## src/rtl/calc_pkg.sv

```systemverilog
// Shared types for the calculator operand-entry block: operand width,
// operand-status states and the key-event priority encoding.
package calc_pkg;

  localparam int CALC_NUM_W = 7;

  typedef enum logic [1:0] {
    EMPTY  = 2'd0,
    A_ONLY = 2'd1,
    B_ONLY = 2'd2,
    BOTH   = 2'd3
  } op_state_t;

  typedef enum logic [1:0] {
    EV_NONE   = 2'd0,
    EV_CLEAR  = 2'd1,
    EV_LOAD_A = 2'd2,
    EV_LOAD_B = 2'd3
  } op_event_t;

  // Clear beats load_a, load_a beats load_b; losers are dropped.
  function automatic op_event_t encode_event(input logic clr, input logic ld_a,
                                             input logic ld_b);
    if (clr)       return EV_CLEAR;
    else if (ld_a) return EV_LOAD_A;
    else if (ld_b) return EV_LOAD_B;
    else           return EV_NONE;
  endfunction

endpackage

```

## src/rtl/key_debounce.sv

```systemverilog
// Active-low key conditioner: 2-flop sync, hold-time debounce and a
// one-cycle press strobe on the stable 1->0 transition.
module key_debounce #(
  parameter int DEBOUNCE_CYCLES = 1000000
) (
  input  logic clk,
  input  logic rst_n,
  input  logic key_n,
  output logic press
);

  localparam int CNT_W = $clog2(DEBOUNCE_CYCLES + 1);
  localparam logic [CNT_W-1:0] CNT_TC = CNT_W'(DEBOUNCE_CYCLES - 1);

  logic             sync1;
  logic             sync2;
  logic             stable;
  logic             stable_dly;
  logic [CNT_W-1:0] cnt;

  always_ff @(posedge clk) begin
    if (!rst_n) begin
      sync1      <= 1'b1;
      sync2      <= 1'b1;
      stable     <= 1'b1;
      stable_dly <= 1'b1;
      cnt        <= '0;
      press      <= 1'b0;
    end else begin
      sync1      <= key_n;
      sync2      <= sync1;
      stable_dly <= stable;
      press      <= stable_dly & ~stable;
      // Flip only once the mismatch has been seen DEBOUNCE_CYCLES times in a row.
      if (sync2 == stable) begin
        cnt <= '0;
      end else if (cnt == CNT_TC) begin
        stable <= sync2;
        cnt    <= '0;
      end else begin
        cnt <= cnt + CNT_W'(1);
      end
    end
  end

endmodule

```

## src/rtl/calc_operand_entry.sv

```systemverilog
// Operand entry for the calculator: synchronizes switches, debounces the
// load/clear keys, captures num1/num2 and tracks which operands are loaded.
import calc_pkg::*;

module calc_operand_entry #(
  parameter int NUM_W           = CALC_NUM_W,
  parameter int DEBOUNCE_CYCLES = 1000000
) (
  input  logic             clk,
  input  logic             rst_n,
  input  logic [NUM_W-1:0] sw_num,
  input  logic             sw_cal_mode,
  input  logic             sw_disp_mode,
  input  logic             key_load_a_n,
  input  logic             key_load_b_n,
  input  logic             key_clear_n,
  output logic [NUM_W-1:0] num1,
  output logic [NUM_W-1:0] num2,
  output logic             cal_mode,
  output logic             disp_mode,
  output logic             ready,
  output logic             load_pulse
);

  logic [NUM_W-1:0] num_s1;
  logic [NUM_W-1:0] num_s2;
  logic             cal_s1;
  logic             disp_s1;
  logic             ev_load_a;
  logic             ev_load_b;
  logic             ev_clear;

  op_state_t        state_q;
  op_state_t        state_d;
  op_event_t        ev;
  logic [NUM_W-1:0] num1_d;
  logic [NUM_W-1:0] num2_d;
  logic             load_pulse_d;

  key_debounce #(.DEBOUNCE_CYCLES(DEBOUNCE_CYCLES)) u_deb_a (
    .clk(clk), .rst_n(rst_n), .key_n(key_load_a_n), .press(ev_load_a)
  );
  key_debounce #(.DEBOUNCE_CYCLES(DEBOUNCE_CYCLES)) u_deb_b (
    .clk(clk), .rst_n(rst_n), .key_n(key_load_b_n), .press(ev_load_b)
  );
  key_debounce #(.DEBOUNCE_CYCLES(DEBOUNCE_CYCLES)) u_deb_clr (
    .clk(clk), .rst_n(rst_n), .key_n(key_clear_n), .press(ev_clear)
  );

  // Mode switches are only synchronized, not debounced.
  always_ff @(posedge clk) begin
    if (!rst_n) begin
      num_s1    <= '0;
      num_s2    <= '0;
      cal_s1    <= 1'b0;
      cal_mode  <= 1'b0;
      disp_s1   <= 1'b0;
      disp_mode <= 1'b0;
    end else begin
      num_s1    <= sw_num;
      num_s2    <= num_s1;
      cal_s1    <= sw_cal_mode;
      cal_mode  <= cal_s1;
      disp_s1   <= sw_disp_mode;
      disp_mode <= disp_s1;
    end
  end

  always_comb begin
    state_d      = state_q;
    num1_d       = num1;
    num2_d       = num2;
    load_pulse_d = 1'b0;
    ev           = encode_event(ev_clear, ev_load_a, ev_load_b);
    case (ev)
      EV_CLEAR: begin
        state_d = EMPTY;
        num1_d  = '0;
        num2_d  = '0;
      end
      EV_LOAD_A: begin
        num1_d       = num_s2;
        load_pulse_d = 1'b1;
        state_d      = (state_q == B_ONLY || state_q == BOTH) ? BOTH : A_ONLY;
      end
      EV_LOAD_B: begin
        num2_d       = num_s2;
        load_pulse_d = 1'b1;
        state_d      = (state_q == A_ONLY || state_q == BOTH) ? BOTH : B_ONLY;
      end
      default: ;
    endcase
  end

  always_ff @(posedge clk) begin
    if (!rst_n) begin
      state_q    <= EMPTY;
      num1       <= '0;
      num2       <= '0;
      ready      <= 1'b0;
      load_pulse <= 1'b0;
    end else begin
      state_q    <= state_d;
      num1       <= num1_d;
      num2       <= num2_d;
      ready      <= (state_d == BOTH);
      load_pulse <= load_pulse_d;
    end
  end

endmodule

```

## config.mk

```make
export PLATFORM = sky130hd
export DESIGN_NAME = calc_operand_entry
export DESIGN_NICKNAME = d
export VERILOG_FILES = /design/src/rtl/calc_pkg.sv /design/src/rtl/key_debounce.sv /design/src/rtl/calc_operand_entry.sv
export SDC_FILE = /design/constraint.sdc
export NUM_CORES = 1
export LEC_CHECK = 0
export BUFFER_PORTS_ARGS = -buffer_cell sky130_fd_sc_hd__buf_2
export CAP_MARGIN = 0
export CELL_PAD_IN_SITES_DETAIL_PLACEMENT = 1
export CELL_PAD_IN_SITES_GLOBAL_PLACEMENT = 2
export CORE_AREA = 2 2 108 110
export CTS_CLUSTER_DIAMETER = 40
export DETAILED_ROUTE_END_ITERATION = 10
export DIE_AREA = 0 0 110 112
export PLACE_DENSITY = 0.86
export SYNTH_ARGS = -nofsm -noshare
export SYNTH_HDL_FRONTEND = slang
export SYNTH_HIERARCHICAL = 1
export SYNTH_SLANG_ARGS = --single-unit
```

## constraint.sdc

```tcl
create_clock -name clk -period 5.8 [get_ports clk]
set_input_delay 0.58 -clock clk [delete_from_list [all_inputs] [get_ports clk]]
set_output_delay 0.58 -clock clk [all_outputs]
set_load 0.02 [all_outputs]
```

==> flow_metrics.tcl, run 1 <==
set metrics [dict create \
    outcome "complete, no violations" \
    die_area_um2 12300 \
    diodes 0 \
    syn_to_final_growth_pct 13.3 \
    nFillCells 1298 \
    dp_cells 633 \
    vias 3254 \
    tns_ns 0 \
    crit_chain "ha_1 -> nand2_1 -> or4_1 -> o211ai_4 -> nor2_1" \
    critPathCaptureType "flip-flop" \
    synth_seq_cells 111 \
    start_kind "flip-flop" \
    met3_usage_pct 5.27 \
    rsz0062_at_grt "false" \
    dp_hpwl_um 5860 \
    critPathSlowestCell "or4_1" \
    cts_sinks 111 \
    hold_buffers 0 \
    drive_gt1_share_pct 12.6 \
    fmax_mhz 471 \
    root_buffer "clkbuf_16" \
    syn-cell-area_um2 4370 \
    drt_pass1_iterations 4 \
    drc_errors 0 \
    grt-busiest-layer "met2" \
    rows 39 \
    die_x_um 110 \
    finalHoldViolCount 0 \
    ios 32 \
    slew_headroom_pct 35.7 \
    cts_setup_buffers 0 \
    ctsResizeCount 0 \
    async_reset_ff_share_pct 0 \
    grt_pass1_wl_um 15100 \
    start_util_pct 39.1 \
    gr-usage-met1_pct 18.6 \
    grt_usage_pct 15.4 \
    yosysUniqueCellTypes 35 \
    worstMarginPinSlew_ns 0.964 \
    gp_congestion 0.749 \
    grt_overflow 0 \
    cp_max_fo 19 \
    cts_max_path_buffers 2 \
    grt_pass1_vias 3299 \
    cts_made_buffers 9 \
    cp.arrival_ns 2.33 \
    p_per_area_nw_per_um2 303 \
    stdcell_count 649 \
    cp.required_ns 6.01 \
    synth_edf_count 0 \
    period_share_pct 36.6 \
    numPortBuffers 31 \
    synth.most_common_cell "dfxtp_1" \
    viasPerCell 5.01 \
    netlist_top_cells_count "dfxtp_1 (111), nor2_1 (60), nand2_1 (46)" \
    yosysSeqAreaShare_pct 50.9 \
    setup_viol 0 \
    syn_inst 476 \
    yosysTopAreaCell "dfxtp_1" \
    regArea_um2 2220 \
    first_iter_violations 83 \
    drtAntennaViolNets 0 \
    core_um2 11200 \
    maxSlewViolCount 0 \
    p_leak_nw 1.65 \
    syn-num-nets 494 \
    yosys_warnings 6 \
    grt_use_met2_pct 25.8 \
    drv_cap 0 \
    peakVddDrop_mv 0.158 \
    routed_wl_um 8660 \
    min_period_ns 2.12 \
    critPathMaxStageDelay_ns 0.62 \
    grt_max_degree 54 \
    multi_input_area_um2 1990 \
    cts.htree.levels 3 \
    crit_type "flip-flop to flip-flop" \
    clkLatencyLatePin_ns 0.35 \
    clk_pin_slew_worst_paths_ns 0.07 \
    synth_ff_type "dfxtp_1" \
    grt_antenna_before_repair 0 \
    dieHeight_um 112 \
    cts_tree "yes" \
    fin_skew_ns 0.00636 \
    synth_top_area_share_pct 50.9 \
    wl_per_cell_um 13.3 \
    hp-class "flip-flop to flip-flop" \
    nets 519 \
    synth_area_leaders "dfxtp_1 (51%), nor2_1 (5.2%), xnor2_1 (4.8%)" \
    syn-mean-instance-area_um2 9.18 \
]
==> final timing paths <==
path	from	endpoint	slack, ns	cells after the start
min	u_deb_a/sync1	u_deb_a/sync2	0.41	1
max	u_deb_b/cnt[0]	u_deb_b/cnt[12]	3.68	5
max reg2reg	u_deb_b/cnt[0]	u_deb_b/cnt[12]	3.68	5
min reg2reg	u_deb_a/sync1	u_deb_a/sync2	0.41	1
==> power by group <==
group	leakage (nW)	internal, mW	switching (mW)
Combinational	0.588	0.00963	0.0147
Sequential	0.900	0.770	0.00304
Clock	0.166	0.424	0.279
==> cells in the final DEF (no fill, tap or decap), types with 3 or more instances in the layout <==
master / Yosys / routed
and3_1: 3 / 3
nand3_2: 3 / 3
or4_1: 15 / 15
nor3_1: 9 / 9
or3b_1: 3 / 3
or2_2: 3 / 3
xor2_1: 12 / 12
a21oi_1: 29 / 29
ha_1: 4 / 4
xnor2_1: 24 / 24
nand2b_1: 13 / 13
nand3_1: 19 / 19
o21ai_0: 22 / 22
mux2_2: 3 / 3
nor2_1: 60 / 60
nor4b_1: 6 / 6
nand2_1: 46 / 46
o31ai_1: 6 / 6
nor4_1: 3 / 3
o211ai_4: 3 / 3
and2_1: 18 / 18
bufinv_16: 0 / 3
inv_1: 15 / 15
dfxtp_1: 111 / 111
clkbuf_16: 0 / 9
or3_1: 15 / 15
buf_2: 5 / 31
nand4_2: 3 / 3
nand4_1: 6 / 6
==> layer usage <==
| metal | wire length [µm] | part of all wire [%] |
|---|---|---|
| met5 | 0 | 0 |
| met4 | 92 | 1.1 |
| met3 | 252 | 2.9 |
| met2 | 4310 | 50 |
| met1 | 4000 | 46 |
==> logic make-up (layout without fill, tap and decap cells) <==
kind of cell / count (synthesis) / in the layout / share of synthesized area, %
adders and majority gates: 4 / 4 / 1.15
DFF: 111 / 111 / 50.9
buffers and inverters: 32 / 62 / 3.58
muxes: 3 / 3 / 0.773
xor gates and xnor gates: 36 / 36 / 7.22
and+or+nand+nor: 229 / 229 / 27.9
AOI/OAI and AO/OA: 61 / 61 / 8.51
==> critical path, delay by kind of cell (launching register included) <==
kind            cells  cell delay [ns]
fa+ha+maj           1             0.24
simple gates        3             0.86
compound gates      1             0.51
flops               1             0.37
==> area by class of cell <==
class | instances | share of cell area [%]
Inverter | 15 | 1.14
Sequential cell | 111 | 44.9
Multi-Input combinational cell | 333 | 40.2
Timing Repair Buffer | 31 | 3.14
Clock inverter | 7 | 2.43
Tap cell | 143 | 3.62
Clock buffer | 9 | 4.55
==> sequential cells by signal, summed over array words and instances (netlist names), 2 cells and up <==
signal	cells
num1	7
num2	7
num_s1	7
num_s2	7
state_q	2
u_deb_a/cnt	20
u_deb_b/cnt	20
u_deb_clr/cnt	20
==> through the flow <==
stage	hold slack (ns)	setup WS, ns	util (%)	instance area, µm²	power [mW]
after floorplan	0.386	3.91	-	4370	0.807
after global placement	0.390	3.76	41.2	4600	0.815
after detailed placement	0.395	3.68	41.2	4600	0.816
after CTS	0.395	3.64	44.3	4950	1.52
after global routing	0.416	3.50	44.3	4950	1.56
final	0.408	3.68	44.3	4950	1.50
Power figures use the tool's default switching activity.
==> inputs of run 2 (changes only) <==
CORE_AREA = 2 2 117 119   (was 2 2 108 110)
DIE_AREA = 0 0 119 121   (was 0 0 110 112)
PLACE_DENSITY = 0.78   (was 0.86)
clock period = 1.8 ns   (was 5.8 ns; I/O delays follow)
==> run 2 against run 1 <==
  * The run now ends with negative setup slack left
  * Cell count up 14%
  * Worst setup slack got worse by 3.7 ns
  * Total power grew to 3.1 times the previous value
  * Via count increased by 7.4%
  * Clock-buffer cell count up 2
  * Wire length is 11% higher
  * Worst hold slack lost 0.38 ns
==> flow_metrics.tcl, run 2 (synthesis gave the netlist of run 1 again) <==
set metrics [dict create \
    core_um2 13100 \
    cts.htree.levels 3 \
    violations "negative setup slack" \
    stdcell_count 742 \
    hold_end "u_deb_clr/sync1" \
    root_buffer "clkbuf_16" \
    numPortBuffers 31 \
    drtAntennaViolNets 0 \
    die_area_um2 14400 \
    drt_pass1_iterations 4 \
    grt_overflow 0 \
    crit_chain "or3b_1 -> or4_4 -> o211ai_4 -> clkbuf_16 -> a21oi_1" \
    start_kind "flip-flop" \
    critPathCaptureType "flip-flop" \
    cp_max_fo 5 \
    worstMarginPinSlew_ns 0.523 \
    drv_cap 0 \
    syn_to_final_growth_pct 27.9 \
    fmax_mhz 555 \
    diodes 0 \
    grt_pass1_vias 3530 \
    clkLatencyLatePin_ns 0.35 \
    setup_slack_ns -0.000934 \
    dp_cells 720 \
    wl_per_cell_um 13.0 \
    viasPerCell 4.71 \
    routed_wl_um 9630 \
    grt_pass1_wl_um 16100 \
    r2r_slack_ns -0.0009 \
    r2r-start "u_deb_clr/cnt[6]" \
    p_leak_nw 1.98 \
    cts_made_buffers 9 \
    tns_ns -0.000934 \
    start_util_pct 33.4 \
    final_common_cell "dfxtp_1" \
    finalHoldViolCount 0 \
    regToRegEndpoint "u_deb_clr/cnt[18]" \
    fin_util_pct 42.7 \
    layout_common_cells "dfxtp_1 (91), nor2_1 (57), buf_4 (51)" \
    min-delay-start "key_clear_n" \
    critPathMaxStageDelay_ns 0.46 \
    cts_sinks 111 \
    first_iter_violations 165 \
    rsz0062_at_grt "true" \
    peakVddDrop_mv 0.578 \
    cts_max_path_buffers 2 \
    min_period_ns 1.80 \
    maxSlewViolCount 0 \
    clk_pin_slew_worst_paths_ns 0.07 \
    slew_headroom_pct 65.1 \
    dp_hpwl_um 6980 \
    hold_depth 2 \
    grt_antenna_before_repair 0 \
    drc_errors 0 \
    ios 32 \
    crit_type "flip-flop to flip-flop" \
    setup_viol 1 \
    vias 3494 \
    cp.arrival_ns 2.03 \
    period_share_pct 100 \
    grt_usage_pct 13.9 \
    cp.required_ns 2.03 \
    hp-class "primary input to flip-flop" \
    top_regs "u_deb_a/cnt: 20 flops, u_deb_b/cnt: 20 flops, u_deb_clr/cnt: 20 flops" \
    drive_gt1_share_pct 29.2 \
    rows 42 \
    gp_congestion 0.740 \
    die_x_um 119 \
    nets 579 \
    outcome "finished with violations" \
    grt_max_degree 21 \
    r2r_cells 5 \
    cts_tree "yes" \
    p_per_area_nw_per_um2 833 \
    fin_skew_ns 0.00672 \
    critPathSlowestCell "or4_4" \
    dieHeight_um 121 \
    finalPower_mw 4.65 \
]
## run 2: cell count changes in the layout (fill, tap and decap cells not counted), moves of 3 or more
cell / change
or4_4: +10
nand2_2: +3
buf_6: +6
dfxtp_1: -20
ha_1: -3
buf_4: +51
or4_1: -10
dfxtp_2: +19
nor2_1: -3
nor2_2: +3
nand2_1: -3
## run 2: worst max-delay path by stage
stage                                 from                end  slack (ns)
after floorplan             u_deb_a/cnt[0]    u_deb_a/cnt[11]       0.003
after global placement    u_deb_clr/cnt[1]  u_deb_clr/cnt[14]        0.01
after detailed placement    u_deb_a/cnt[1]    u_deb_a/cnt[18]       -0.09
after CTS                 u_deb_clr/cnt[0]   u_deb_clr/stable      0.0006
after global routing      u_deb_clr/cnt[1]  u_deb_clr/cnt[18]       -0.05
final                     u_deb_clr/cnt[6]  u_deb_clr/cnt[18]     -0.0009
## run 2: report_power, final
part	total [mW]	switching (mW)	internal, mW
clock	2.06	0.892	1.17
combinational	0.105	0.0555	0.0496
sequential	2.49	0.0103	2.48
total	4.65	0.957	3.69
## run 2: per-stage QoR
step | setup WS, ns | hold slack [ns] | instance area (µm²)
after global routing | -0.0464 | 0.0220 | 5590
after global placement | 0.0147 | 0.364 | 5080
after detailed placement | -0.0860 | 0.366 | 5080
after CTS | 0.000614 | 0.0125 | 5430
after floorplan | 0.00285 | 0.253 | 4400
final | -0.000934 | 0.0263 | 5590
## run 2: per-layer routing
| metal | global-route usage [%] | up-vias | part of all wire [%] |
|---|---|---|---|
| met3 | 3.38 | 10 | 2.5 |
| met2 | 24.9 | 34 | 50 |
| met5 | 0 | - | 0 |
| met1 | 16.2 | 1670 | 46 |
| li1 | - | 1780 | - |
| met4 | 4.69 | 0 | 1.3 |
## run 2: layout make-up
class | count | area (µm²)
fill | 1531 | 7500
sequential | 111 | 2250
multi-input combinational | 333 | 2080
timing repair buffer | 91 | 661
clock buffer | 11 | 253
tap | 176 | 220
clock inverter | 5 | 63.8
inverter | 15 | 56.3
## run 2: critical path: cells and delay by family (launching register included)
kind            cells  cell delay, ns
simple gates        2            0.81
buf+inv             1            0.21
compound gates      2            0.33
flops               1            0.35
## run 2: repair_timing
item                                   in CTS  in global routing
resized for setup                           7                 38
cloned                                      0                  3
setup endpoints to repair                  13                 60
pin swaps                                   0                  4
buffers inserted                            0                  2
endpoints found under the hold margin       1                  0
hold buffers                                1                  0
